### config.mk
export PLATFORM = sky130hd
export DESIGN_NAME = ifetch_queue
export DESIGN_NICKNAME = d
export VERILOG_FILES = /design/src/rtl/riscv_pkg.sv /design/src/rtl/ifq_fifo.sv /design/src/rtl/ifetch_queue.sv
export SDC_FILE = /design/constraint.sdc
export NUM_CORES = 1
export LEC_CHECK = 0
export ABC_CLOCK_PERIOD_IN_PS = 6100
export BUFFER_PORTS_ARGS = -buffer_cell sky130_fd_sc_hd__buf_2
export CELL_PAD_IN_SITES_DETAIL_PLACEMENT = 2
export CELL_PAD_IN_SITES_GLOBAL_PLACEMENT = 2
export CORE_UTILIZATION = 25
export CTS_CLUSTER_SIZE = 12
export DETAILED_ROUTE_END_ITERATION = 7
export GPL_TIMING_DRIVEN = 0
export PLACE_DENSITY_LB_ADDON = 0.2
export SLEW_MARGIN = 20
export SYNTH_ARGS = -nofsm -noshare
export SYNTH_HDL_FRONTEND = slang
export SYNTH_SLANG_ARGS = --single-unit
### constraint.sdc
create_clock -name clk -period 6.1 [get_ports clk]
set_input_delay 0.305 -clock clk [delete_from_list [all_inputs] [get_ports clk]]
set_output_delay 0.305 -clock clk [all_outputs]
set_load 0.005 [all_outputs]
### src/rtl/riscv_pkg.sv
// Shared RISC-V front-end types and constants: word widths, PC step, NOP encoding, queue entry layout.
package riscv_pkg;

    localparam int XLEN    = 32;
    localparam int INSTR_W = 32;

    localparam logic [XLEN-1:0]    PC_STEP   = 32'd4;
    localparam logic [INSTR_W-1:0] INSTR_NOP = 32'h0000_0013;

    typedef struct packed {
        logic [INSTR_W-1:0] instr;
        logic [XLEN-1:0]    pc;
    } ifq_entry_t;

    // Fetch addresses are always word aligned; low bits of a target are dropped.
    function automatic logic [XLEN-1:0] align_pc(input logic [XLEN-1:0] pc);
        return {pc[XLEN-1:2], 2'b00};
    endfunction

endpackage

### src/rtl/ifq_fifo.sv
// Instruction queue storage: DEPTH x {instr, pc} ring buffer with push/pop/clear.
// Latency: push visible at head the cycle after; clear wins over push and pop.
// Backpressure: push ignored when full unless popping; pop ignored when empty.
module ifq_fifo
    import riscv_pkg::*;
#(
    parameter int DEPTH = 4
) (
    input  logic                   clk,
    input  logic                   rst_n,
    input  logic                   clear,
    input  logic                   push,
    input  ifq_entry_t             push_dat,
    input  logic                   pop,
    output ifq_entry_t             head_dat,
    output logic [$clog2(DEPTH):0] count,
    output logic                   empty
);

    localparam int AW = $clog2(DEPTH);
    localparam int CW = AW + 1;

    ifq_entry_t      mem [DEPTH];
    logic [AW-1:0]   rd_ptr;
    logic [AW-1:0]   wr_ptr;
    logic            full;
    logic            do_push;
    logic            do_pop;

    assign empty   = (count == '0);
    assign full    = (count == CW'(DEPTH));
    assign do_pop  = pop && !empty;
    assign do_push = push && (!full || do_pop);

    always_ff @(posedge clk or negedge rst_n) begin
        if (!rst_n) begin
            rd_ptr <= '0;
            wr_ptr <= '0;
            count  <= '0;
            for (int i = 0; i < DEPTH; i++) begin
                mem[i] <= '0;
            end
        end else if (clear) begin
            rd_ptr <= '0;
            wr_ptr <= '0;
            count  <= '0;
        end else begin
            if (do_push) begin
                mem[wr_ptr] <= push_dat;
                wr_ptr      <= wr_ptr + 1'b1;
            end
            if (do_pop) begin
                rd_ptr <= rd_ptr + 1'b1;
            end
            case ({do_push, do_pop})
                2'b10:   count <= count + 1'b1;
                2'b01:   count <= count - 1'b1;
                default: count <= count;
            endcase
        end
    end

    assign head_dat = mem[rd_ptr];

endmodule

### src/rtl/ifetch_queue.sv
// Fetch front end: owns the PC, issues one word fetch per cycle under a credit limit, queues {instr, pc} for decode.
// Latency: request N -> id_valid N+2 (N+1 when built with IFQ_BYPASS_EN and the queue is empty).
// Backpressure: decode stalls hold the head; fetch stops once queued + in-flight words reach DEPTH.
module ifetch_queue
    import riscv_pkg::*;
#(
    parameter int              DEPTH    = 4,
    parameter logic [XLEN-1:0] PC_RESET = 32'h0
) (
    input  logic               clk,
    input  logic               rst_n,
    output logic               imem_req,
    output logic [XLEN-1:0]    imem_addr,
    input  logic               imem_rvalid,
    input  logic [INSTR_W-1:0] imem_rdata,
    input  logic               redirect_valid,
    input  logic [XLEN-1:0]    redirect_pc,
    output logic               id_valid,
    input  logic               id_ready,
    output logic [INSTR_W-1:0] id_instr,
    output logic [XLEN-1:0]    id_pc
);

    localparam int              CW      = $clog2(DEPTH) + 1;
    localparam logic [CW:0]     DEPTH_C = (CW + 1)'(DEPTH);

    logic [XLEN-1:0] pc_q;
    logic [XLEN-1:0] req_pc_q;
    logic            inflight;
    logic            en_q;
    logic [CW-1:0]   count;
    logic            empty;
    logic [CW:0]     occ;
    logic            accept;
    logic            push;
    logic            pop;
    ifq_entry_t      head;
    ifq_entry_t      resp;

    // Credit: every outstanding request already owns a queue slot.
    assign occ       = {1'b0, count} + {{CW{1'b0}}, inflight};
    assign imem_req  = en_q && !redirect_valid && (occ < DEPTH_C);
    assign imem_addr = pc_q;

    // Responses only count when we are waiting for one and no flush is in progress.
    assign accept = imem_rvalid && inflight && !redirect_valid;
    assign resp   = {imem_rdata, req_pc_q};

`ifdef IFQ_BYPASS_EN
    logic bypass;
    assign bypass   = empty && accept;
    assign push     = accept && !(bypass && id_ready);
    assign id_valid = !empty || bypass;
    assign id_instr = bypass ? imem_rdata : head.instr;
    assign id_pc    = bypass ? req_pc_q   : head.pc;
`else
    assign push     = accept;
    assign id_valid = !empty;
    assign id_instr = head.instr;
    assign id_pc    = head.pc;
`endif

    assign pop = id_valid && id_ready && !empty;

    always_ff @(posedge clk or negedge rst_n) begin
        if (!rst_n) begin
            pc_q     <= PC_RESET;
            req_pc_q <= PC_RESET;
            inflight <= 1'b0;
            en_q     <= 1'b0;
        end else begin
            en_q     <= 1'b1;
            inflight <= imem_req;
            if (redirect_valid) begin
                pc_q <= align_pc(redirect_pc);
            end else if (imem_req) begin
                pc_q <= pc_q + PC_STEP;
            end
            if (imem_req) begin
                req_pc_q <= pc_q;
            end
        end
    end

    ifq_fifo #(
        .DEPTH (DEPTH)
    ) u_fifo (
        .clk      (clk),
        .rst_n    (rst_n),
        .clear    (redirect_valid),
        .push     (push),
        .push_dat (resp),
        .pop      (pop),
        .head_dat (head),
        .count    (count),
        .empty    (empty)
    );

    // With a fixed one-cycle memory, a response can only follow our own request.
    assert property (@(posedge clk) disable iff (!rst_n) imem_rvalid |-> inflight);

endmodule
==> results of run 1 <==
## power breakdown
part           leakage, nW  switching, W  internal (W)
combinational         3.52      0.000723      0.000867
clock                0.634      0.000932       0.00142
sequential            4.20      0.000333       0.00250
total                 8.36       0.00199       0.00479
## how the worst min path moves through the flow
stage | startpoint | to | slack, ps
floorplan | rst_n | en_q$_DFF_PN0_ | 9
global placement | u_fifo.mem[79]$_DFFE_PN0P_ | u_fifo.mem[79]$_DFFE_PN0P_ | 470
detailed placement | rst_n | u_fifo.mem[253]$_DFFE_PN0P_ | 230
CTS | imem_rdata[3] | u_fifo.mem[99]$_DFFE_PN0P_ | 1
global route | imem_rdata[10] | u_fifo.mem[106]$_DFFE_PN0P_ | 10
finish | redirect_pc[3] | imem_addr[3]$_DFFE_PN0N_ | 30
## layer usage
layer,routed length [µm],share of wire
met5,0,0
met4,952,0.023
met3,1690,0.040
met2,20500,0.48
met1,19100,0.45
## what timing repair did
action | 4_1_cts | 5_1_grt
endpoints found under the hold margin | 73 | 0
hold buffers | 32 | 0
gates resized for setup | 0 | 0
## through the flow
stage | TNS, ps | instance area [µm²] | power, W | setup WS [ps] | hold WS (ps)
CTS | 0 | 17600 | 0.00695 | 2760 | 1.24
global placement | -554160 | 15900 | 0.00444 | -1820 | 469
finish | 0 | 17600 | 0.00678 | 2960 | 32.4
floorplan | 0 | 14100 | 0.00371 | 3890 | 9.41
detailed placement | 0 | 16000 | 0.00450 | 3380 | 229
global route | 0 | 17600 | 0.00719 | 2660 | 11.7
## Yosys cell counts (all sizes together)
library cell / n / share of area
a311oi: 1 / 0.0011
o311ai: 9 / 0.0056
or4: 1 / 0.00053
o22ai: 1 / 0.00044
xnor2: 1 / 0.00062
o221ai: 1 / 0.00062
o211ai: 3 / 0.0016
inv: 6 / 0.0016
nor2b: 6 / 0.0027
a22oi: 5 / 0.0027
nand3b: 2 / 0.0011
fa: 1 / 0.0014
nor4: 3 / 0.0035
buf: 43 / 0.016
a221o: 6 / 0.0043
a21o: 5 / 0.0027
o21a: 2 / 0.0011
a21boi: 1 / 0.00053
dfrtp: 317 / 0.56
xor2: 3 / 0.0019
ha: 5 / 0.0044
a31oi: 4 / 0.0018
nand3: 24 / 0.0099
nand2b: 2 / 0.00089
clkbuf: 18 / 0.0048
nand2: 129 / 0.035
conb: 2 / 0.00053
mux4: 62 / 0.099
and3: 5 / 0.0022
a21oi: 5 / 0.0018
mux2i: 1 / 0.00071
or3: 5 / 0.0022
nor2: 20 / 0.0055
nand4: 10 / 0.0055
nor3: 9 / 0.0035
o31ai: 3 / 0.0016
mux2: 250 / 0.20
o21ai: 21 / 0.0074
nor3b: 3 / 0.0016
a211o: 1 / 0.00062
## flip-flops by register name, indices dropped and copies added, names as in the netlist
signal and cells:
req_pc_q 30, u_fifo.wr_ptr 2, u_fifo.count 3, imem_addr 30, u_fifo.rd_ptr 2, inflight 1, en_q 1, u_fifo.mem 248
## area by class of cell
type	instances	area, µm²	area share
sequential	317	7930	0.451
multi-input combinational	615	5880	0.334
timing repair buffer	196	1240	0.0705
clock buffer	63	1190	0.0674
tap	748	936	0.0532
buffer	61	288	0.0163
clock inverter	7	118	0.00668
inverter	6	22.5	0.00128
## cells by family (layout without fill, tap and decap cells)
kind of cell    Yosys count  in the layout  synth area share
fa+ha+maj                 6              6           0.00585
buf+inv                  67            333            0.0220
simple gates            219            219            0.0743
flops                   317            317             0.562
mux                     313            313             0.299
xor+xnor                  4              4           0.00248
compound gates           68             68            0.0337
other cells               2              5          0.000532
## worst register-to-register path: cells and delay by family, from the launching register on
kind	cells	cell delay [ps]
and+or+nand+nor	4	1080
DFF	1	480
adders and majority gates	1	450
AOI/OAI and AO/OA	3	340
==> flow_metrics.env, run 1 <==
export IMPL_startpoint_type="register"
export IMPL_worst_path_buf_inv=3
export IMPL_top_usage_layer="met2"
export IMPL_met1_usage=0.204
export IMPL_r2r_setup_slack_ps=3680
export IMPL_layout_commonest_cell="dfrtp_1"
export IMPL_vias_per_cell=4.60
export IMPL_slew_violations=0
export IMPL_rsz0062_at_grt="false"
export IMPL_drtPass1Iterations=4
export IMPL_start_util=0.255
export IMPL_grt_max_degree=88
export IMPL_cts_root_buf="clkbuf_16"
export IMPL_netlist_instances=996
export IMPL_worstPathRequired_ps=5790
export IMPL_layout_min_cycle_time_ps=3140
export IMPL_clk_path_buf_depth=3
export IMPL_ys_ff_latch=317
export IMPL_path_max_fanout=10
export IMPL_ys_seq_area_frac=0.562
export IMPL_cts_sinks=317
export IMPL_setup_viol=0
export IMPL_vias=9265
export IMPL_hold_violations=0
export IMPL_die_w_um=240
export IMPL_cts_buffers=40
export IMPL_gp_congestion=0.708
export IMPL_syn_to_final_growth_pct=24.8
export IMPL_fin_crit_sh=0.515
export IMPL_rr_worst_depth=8
export IMPL_yosysWarnings=0
export IMPL_fin_skew_ps=22.3
export IMPL_grt_use_total=0.153
export IMPL_diodes=0
export IMPL_peakVddDrop_uv=183
export IMPL_post_route_drc_count=0
export IMPL_gr_total_overflow=0
export IMPL_cp_endpoint="id_pc[18]"
export IMPL_wl_per_cell_um=21.0
export IMPL_critPathKind="register to primary output"
export IMPL_worstSetupStartpoint="u_fifo.rd_ptr[0]$_DFFE_PN0P_"
export IMPL_drtIter0Drc=353
export IMPL_crit_top_cell="buf_2"
export IMPL_p_leak_nw=8.36
export IMPL_final_cell_count_no_fill=2013
export IMPL_reg2reg_to="u_fifo.count[2]$_DFFE_PN0P_"
export IMPL_max_stage_delay_ps=670
export IMPL_powerDensity_nw_per_um2=385
export IMPL_final_cell_mix="317 x dfrtp_1, 230 x mux2_2, 194 x buf_2"
export IMPL_htreeDepth=2
export IMPL_cts_setup_buffers=0
export IMPL_cts_tree="yes"
export IMPL_grt_pass1_wl_mm=66.1
export IMPL_hp_class="input pin to register"
export IMPL_core_area_um2=55400
export IMPL_crit_path_top_delay_cell="clkbuf_1"
export IMPL_grt_use_met3=0.0290
export IMPL_io_buffers=160
export IMPL_antenna_found_initial=0
export IMPL_clk_pin_slew_ps=60
export IMPL_syn_area_um2=14100
export IMPL_timing_critical_path_depth=4
export IMPL_synth_cell_types=51
export IMPL_die_area_um2=57400
export IMPL_hold_path_cell_count=3
export IMPL_endpoint_kind="primary output"
export IMPL_io_pins=167
export IMPL_reg2reg_from="u_fifo.count[0]$_DFFE_PN0P_"
export IMPL_cap_violations=0
export IMPL_dieHeight_um=240
export IMPL_gr_usage_met2=0.253
export IMPL_grt_pass1_vias=10600
export IMPL_drive_above_1_share=0.449
export IMPL_fillerInstances=5774
export IMPL_relSlewSlack=0.397
export IMPL_clock_fmax_mhz=318
export IMPL_crit_arrival_ps=2840
export IMPL_wl_mm=42.3
export IMPL_syn_area_per_cell_um2=14.2
export IMPL_dp_cells=1911
export IMPL_cp_cell_sequence="clkbuf_1, buf_2, mux4_2, buf_2"
export IMPL_clk_latency_ps=570
export IMPL_ant_nets=0
export IMPL_crit_family="buffers and inverters"
export IMPL_fp_row_count=86
export IMPL_worstMarginPinSlew_ps=905
export IMPL_layout_core_utilization=0.318
export IMPL_hpwl_mm=29.1
export IMPL_fin_nets=1312
export IMPL_status="finished clean"
Power figures use the tool's default switching activity.
==> run 2, diff against run 1 <==
Settings changed: ABC_CLOCK_PERIOD_IN_PS 6100 to 3200.
Clock period 6.1 ns to 3.2 ns, I/O delays scaled along.
==> run 2 against run 1 <==
Clock skew up 0.80 ps. Combinational power up 91%. Power up 91%. Via count up 1.1%. First-iteration DRC count down 3.7%. Highest routed layer unchanged.
==> flow_metrics.env, run 2 (synthesis gave the netlist of run 1 again) <==
export IMPL_reg2reg_from="u_fifo.count[0]$_DFFE_PN0P_"
export IMPL_gr_total_overflow=0
export IMPL_top_usage_layer="met2"
export IMPL_layout_commonest_cell="dfrtp_1"
export IMPL_final_cell_count_no_fill=2043
export IMPL_top_register="u_fifo.mem"
export IMPL_clk_latency_ps=570
export IMPL_setup_viol=0
export IMPL_status="finished clean"
export IMPL_hold_path_cell_count=4
export IMPL_met1_usage=0.206
export IMPL_fin_nets=1342
export IMPL_peakVddDrop_uv=349
export IMPL_vias_per_cell=4.58
export IMPL_final_cell_mix="317 x dfrtp_1, 230 x mux2_2, 194 x buf_2"
export IMPL_crit_arrival_ps=2790
export IMPL_cts_resized=0
export IMPL_max_stage_delay_ps=520
export IMPL_gr_usage_met2=0.255
export IMPL_antenna_found_initial=0
export IMPL_largest_reg_flops=248
export IMPL_fillerInstances=5764
export IMPL_setup_tns_ps=0
export IMPL_grt_use_total=0.154
export IMPL_powerDensity_nw_per_um2=723
export IMPL_start_util=0.255
export IMPL_crit_path_top_delay_cell="clkbuf_1"
export IMPL_gp_congestion=0.708
export IMPL_io_pins=167
export IMPL_hold_path_endpoint="u_fifo.count[2]$_DFFE_PN0P_"
export IMPL_grt_max_degree=88
export IMPL_relSlewSlack=0.435
export IMPL_p_leak_nw=8.49
export IMPL_wl_mm=42.6
export IMPL_fin_hold_ws_ps=52.1
export IMPL_ant_nets=0
export IMPL_grt_pass1_vias=10700
export IMPL_grt_pass1_wl_mm=66.7
export IMPL_path_max_fanout=11
export IMPL_grt_use_met3=0.0281
export IMPL_die_area_um2=57400
export IMPL_cap_violations=0
export IMPL_hpwl_mm=29.1
export IMPL_startpoint_type="register"
export IMPL_slew_violations=0
export IMPL_core_area_um2=55400
export IMPL_cts_sinks=317
export IMPL_die_w_um=240
export IMPL_clock_fmax_mhz=339
export IMPL_vias=9365
export IMPL_htreeDepth=2
export IMPL_critPathKind="register to primary output"
export IMPL_wl_per_cell_um=20.8
export IMPL_endpoint_kind="primary output"
export IMPL_swShare=0.293
export IMPL_dp_cells=1911
export IMPL_diodes=0
export IMPL_worstMarginPinSlew_ps=847
export IMPL_hp_class="input pin to register"
export IMPL_clk_path_buf_depth=3
export IMPL_rsz0062_at_grt="false"
export IMPL_cts_buffers=40
export IMPL_cts_tree="yes"
export IMPL_cts_root_buf="clkbuf_16"
export IMPL_cp_cell_sequence="nand3_1, nand3_2, inv_2, buf_2, clkbuf_1, buf_2"
export IMPL_drtIter0Drc=340
export IMPL_io_buffers=160
export IMPL_p_comb_frac=0.234
export IMPL_post_route_drc_count=0
export IMPL_rr_worst_depth=8
export IMPL_cts_setup_buffers=0
export IMPL_finalPower_w=0.0129
export IMPL_crit_top_cell="buf_2"
export IMPL_drive_above_1_share=0.439
export IMPL_fin_skew_ps=23.1
export IMPL_hold_violations=0
export IMPL_worstPathRequired_ps=3040
export IMPL_fp_row_count=86
export IMPL_r2r_setup_slack_ps=770
export IMPL_layout_min_cycle_time_ps=2950
export IMPL_min_delay_start="id_ready"
export IMPL_p_seq_frac=0.419
export IMPL_pwr_share_clk=0.347
export IMPL_p_switching_w=0.00379
export IMPL_syn_to_final_growth_pct=26.9
export IMPL_reg2reg_to="u_fifo.count[2]$_DFFE_PN0P_"
export IMPL_fin_crit_sh=0.922
export IMPL_clk_pin_slew_ps=60
export IMPL_drtPass1Iterations=4
export IMPL_internal_power_w=0.00915
export IMPL_dieHeight_um=240
run 2: cell types whose count changed in the layout (fill, tap and decap cells not counted):
cell / delta
clkbuf_1: -1
dlygate4sd3_1: +31
run 2: how the worst max path moves through the flow:
stage | cells after the start | from | to | slack [ps]
2_1_floorplan | 8 | u_fifo.count[0]$_DFFE_PN0P_ | u_fifo.count[2]$_DFFE_PN0P_ | 990
3_3_place_gp | 1 | rst_n | u_fifo.mem[86]$_DFFE_PN0P_ | -4570
3_5_place_dp | 4 | u_fifo.rd_ptr[0]$_DFFE_PN0P_ | id_instr[23] | 620
4_1_cts | 4 | u_fifo.rd_ptr[0]$_DFFE_PN0P_ | id_instr[23] | 0.2
5_1_grt | 6 | u_fifo.count[0]$_DFFE_PN0P_ | imem_req | 50
6_report | 6 | u_fifo.count[0]$_DFFE_PN0P_ | imem_req | 250
run 2: layout make-up:
type                    instances  area [µm²]  area share
plain buffers                  60         284      0.0159
clock buffers                  63        1190      0.0663
clock inverters                 7         118     0.00657
inverters                       6        22.5     0.00126
multi-input cells             615        5880       0.328
flip-flops and latches        317        7930       0.443
well taps                     748         936      0.0522
repair buffers                227        1550      0.0866
run 2: power groups by stage:
stage	logic [W]	clock network [W]	registers [W]
floorplan	0.00188	0	0.00519
global placement	0.00303	0	0.00544
detailed placement	0.00311	0	0.00547
CTS	0.00318	0.00469	0.00541
global route	0.00337	0.00482	0.00555
finish	0.00303	0.00449	0.00542
run 2: worst max-delay path: cells and delay by family (launching register included):
family                 cells  cell delay [ps]
buffers and inverters      4             1370
flip-flops                 1              480
AND/OR/NAND/NOR            2              350
run 2: stage by stage:
step,cell area [µm²],setup slack [ps],util
after floorplan,14100,990,-
after detailed placement,16000,625,0.288
after global routing,17900,52.8,0.323
after global placement,15900,-4570,0.286
final,17900,249,0.323
after CTS,17900,0.163,0.323
run 2: layer usage:
| metal | vias up | wire [µm] |
|---|---|---|
| met5 | - | 0 |
| met2 | 163 | 20700 |
| met4 | 0 | 953 |
| met3 | 61 | 1670 |
| met1 | 4955 | 19300 |
| li1 | 4186 | - |
run 2: repair_timing:
item | CTS | global route
hold buffers | 63 | 0
setup endpoints to repair | 0 | 51
hold endpoints to repair | 349 | 0
==> run 3, diff against run 2 <==
Settings changed: ABC_CLOCK_PERIOD_IN_PS 3200 to 2700, CELL_PAD_IN_SITES_DETAIL_PLACEMENT 2 to 0, CELL_PAD_IN_SITES_GLOBAL_PLACEMENT 2 to 1.
Clock period 3.2 ns to 2.7 ns, I/O delays scaled along.
==> run 3 against run 2 <==
Via count fell by 2.2%. Largest power group unchanged. Critical path depth is 3 lower. Clock skew down 5.1 ps. Register-to-register slack lost 430 ps. Design area shrank 0.45%.
==> flow_metrics.env, run 3 (synthesis gave the netlist of run 1 again) <==
export IMPL_fin_crit_sh=0.929
export IMPL_syn_to_final_growth_pct=26.4
export IMPL_powerDensity_nw_per_um2=842
export IMPL_layout_core_utilization=0.322
export IMPL_min_delay_start="redirect_valid"
export IMPL_worst_path_buf_inv=2
export IMPL_wl_mm=40.0
export IMPL_cts_setup_buffers=0
export IMPL_start_util=0.255
export IMPL_gp_congestion=0.747
export IMPL_clk_pin_slew_ps=60
export IMPL_layout_min_cycle_time_ps=2510
export IMPL_post_place_ws_ps=53.5
export IMPL_max_stage_delay_ps=720
export IMPL_hpwl_mm=27.2
export IMPL_r2r_setup_slack_ps=340
export IMPL_die_area_um2=57400
export IMPL_post_route_drc_count=0
export IMPL_status="finished clean"
export IMPL_worstMarginPinSlew_ps=798
export IMPL_reg2reg_from="u_fifo.count[2]$_DFFE_PN0P_"
export IMPL_clk_path_buf_depth=3
export IMPL_htreeDepth=2
export IMPL_largest_reg_flops=248
export IMPL_rr_worst_depth=7
export IMPL_vias=9155
export IMPL_cts_root_buf="clkbuf_16"
export IMPL_worstPathRequired_ps=2570
export IMPL_io_buffers=160
export IMPL_p_leak_nw=8.47
export IMPL_drtIter0Drc=305
export IMPL_fin_skew_ps=18.0
export IMPL_cts_tree="yes"
export IMPL_hold_path_endpoint="u_fifo.count[1]$_DFFE_PN0P_"
export IMPL_drive_above_1_share=0.445
export IMPL_grt_pass1_vias=9797
export IMPL_postLayoutCellArea_um2=17800
export IMPL_dieHeight_um=240
export IMPL_setup_tns_ps=0
export IMPL_reg2reg_to="req_pc_q[11]$_DFFE_PN0P_"
export IMPL_setup_viol=0
export IMPL_drtPass1Iterations=4
export IMPL_vias_per_cell=4.49
export IMPL_io_pins=167
export IMPL_ant_nets=0
export IMPL_top_register="u_fifo.mem"
export IMPL_antenna_found_initial=0
export IMPL_layout_commonest_cell="dfrtp_1"
export IMPL_gr_total_overflow=0
export IMPL_die_w_um=240
export IMPL_crit_path_top_delay_cell="dfrtp_1"
export IMPL_peakVddDrop_uv=363
export IMPL_core_area_um2=55400
export IMPL_cp_cell_sequence="clkdlybuf4s15_2, mux4_2, buf_2"
export IMPL_wl_per_cell_um=19.6
export IMPL_startpoint_type="register"
export IMPL_final_cell_mix="316 x dfrtp_1, 230 x mux2_2, 193 x buf_2"
export IMPL_cts_buffers=40
export IMPL_hp_class="input pin to register"
export IMPL_clock_fmax_mhz=399
export IMPL_crit_family="flip-flops"
export IMPL_rsz0062_at_grt="false"
export IMPL_crit_arrival_ps=2370
export IMPL_clk_latency_ps=550
export IMPL_critPathKind="register to primary output"
export IMPL_setup_ws_ps=192
export IMPL_fp_row_count=86
export IMPL_hold_violations=0
export IMPL_relSlewSlack=0.468
export IMPL_path_max_fanout=10
export IMPL_diodes=0
export IMPL_cts_sinks=317
export IMPL_fin_nets=1340
export IMPL_grt_pass1_wl_mm=62.1
export IMPL_grt_use_total=0.144
export IMPL_grt_max_degree=95
export IMPL_placed_cell_area_um2=16000
export IMPL_slew_violations=0
export IMPL_endpoint_kind="primary output"
export IMPL_cap_violations=0
export IMPL_hold_path_cell_count=3
[run 3: cell count changes in the layout (fill, tap and decap cells not counted), sizes merged]
cell,before,now
inv,8,7
clkbuf,80,74
clkinvlp,1,0
dlygate4sd3,63,64
buf,207,204
bufinv,2,1
clkdlybuf4s15,0,1
clkinv,2,8
[run 3: repair_timing]
item / 4_1_cts / 5_1_grt
pin swaps: 0 / 0
hold endpoints to repair: 229 / 0
resized for setup: 8 / 1
setup endpoints to repair: 60 / 4
hold buffers: 64 / 0
[run 3: layout make-up]
class	instances	area, µm²
clock inverters	10	93.8
fillers	5583	37600
flip-flops and latches	317	7930
inverters	6	22.5
repair buffers	227	1530
clock buffers	58	1140
multi-input cells	615	5880
plain buffers	58	293
well taps	748	936
[run 3: metrics by stage]
step                std cells  power [W]  hold WS, ps
global placement         1907     0.0100          342
CTS                      2039     0.0154         74.5
detailed placement       1910     0.0101          167
global route             2039     0.0160          109
finish                   2039     0.0150          110
floorplan                 999    0.00838         -161
[run 3: layer usage]
layer | wire length (µm) | vias to the layer above | global-route usage
li1 | - | 4185 | -
met1 | 18800 | 4752 | 0.196
met2 | 18900 | 177 | 0.234
met3 | 1700 | 41 | 0.0289
met4 | 615 | 0 | 0.0338
met5 | 0 | - | 0
[run 3: worst register-to-register path: cells and delay by family (launching register included)]
| family | cells | cell delay [ps] |
|---|---|---|
| simple gates | 4 | 660 |
| buf+inv | 3 | 1200 |
| flops | 1 | 440 |
[run 3: worst max path at each step]
stage,startpoint,end,slack [ps],cells past startpoint
detailed placement,u_fifo.rd_ptr[0]$_DFFE_PN0P_,id_pc[11],50,4
floorplan,u_fifo.count[0]$_DFFE_PN0P_,u_fifo.count[2]$_DFFE_PN0P_,490,8
global placement,rst_n,u_fifo.mem[251]$_DFFE_PN0P_,-5050,1
CTS,u_fifo.rd_ptr[0]$_DFFE_PN0P_,id_pc[11],3,3
finish,u_fifo.rd_ptr[1]$_DFFE_PN0P_,id_instr[25],190,3
global route,u_fifo.rd_ptr[1]$_DFFE_PN0P_,id_instr[30],30,3
[run 3: where the power goes]
part	internal, W	switching [W]	leakage, nW
combinational	0.00199	0.00156	3.66
clock	0.00301	0.00206	0.609
sequential	0.00565	0.000745	4.20
total	0.0106	0.00437	8.47
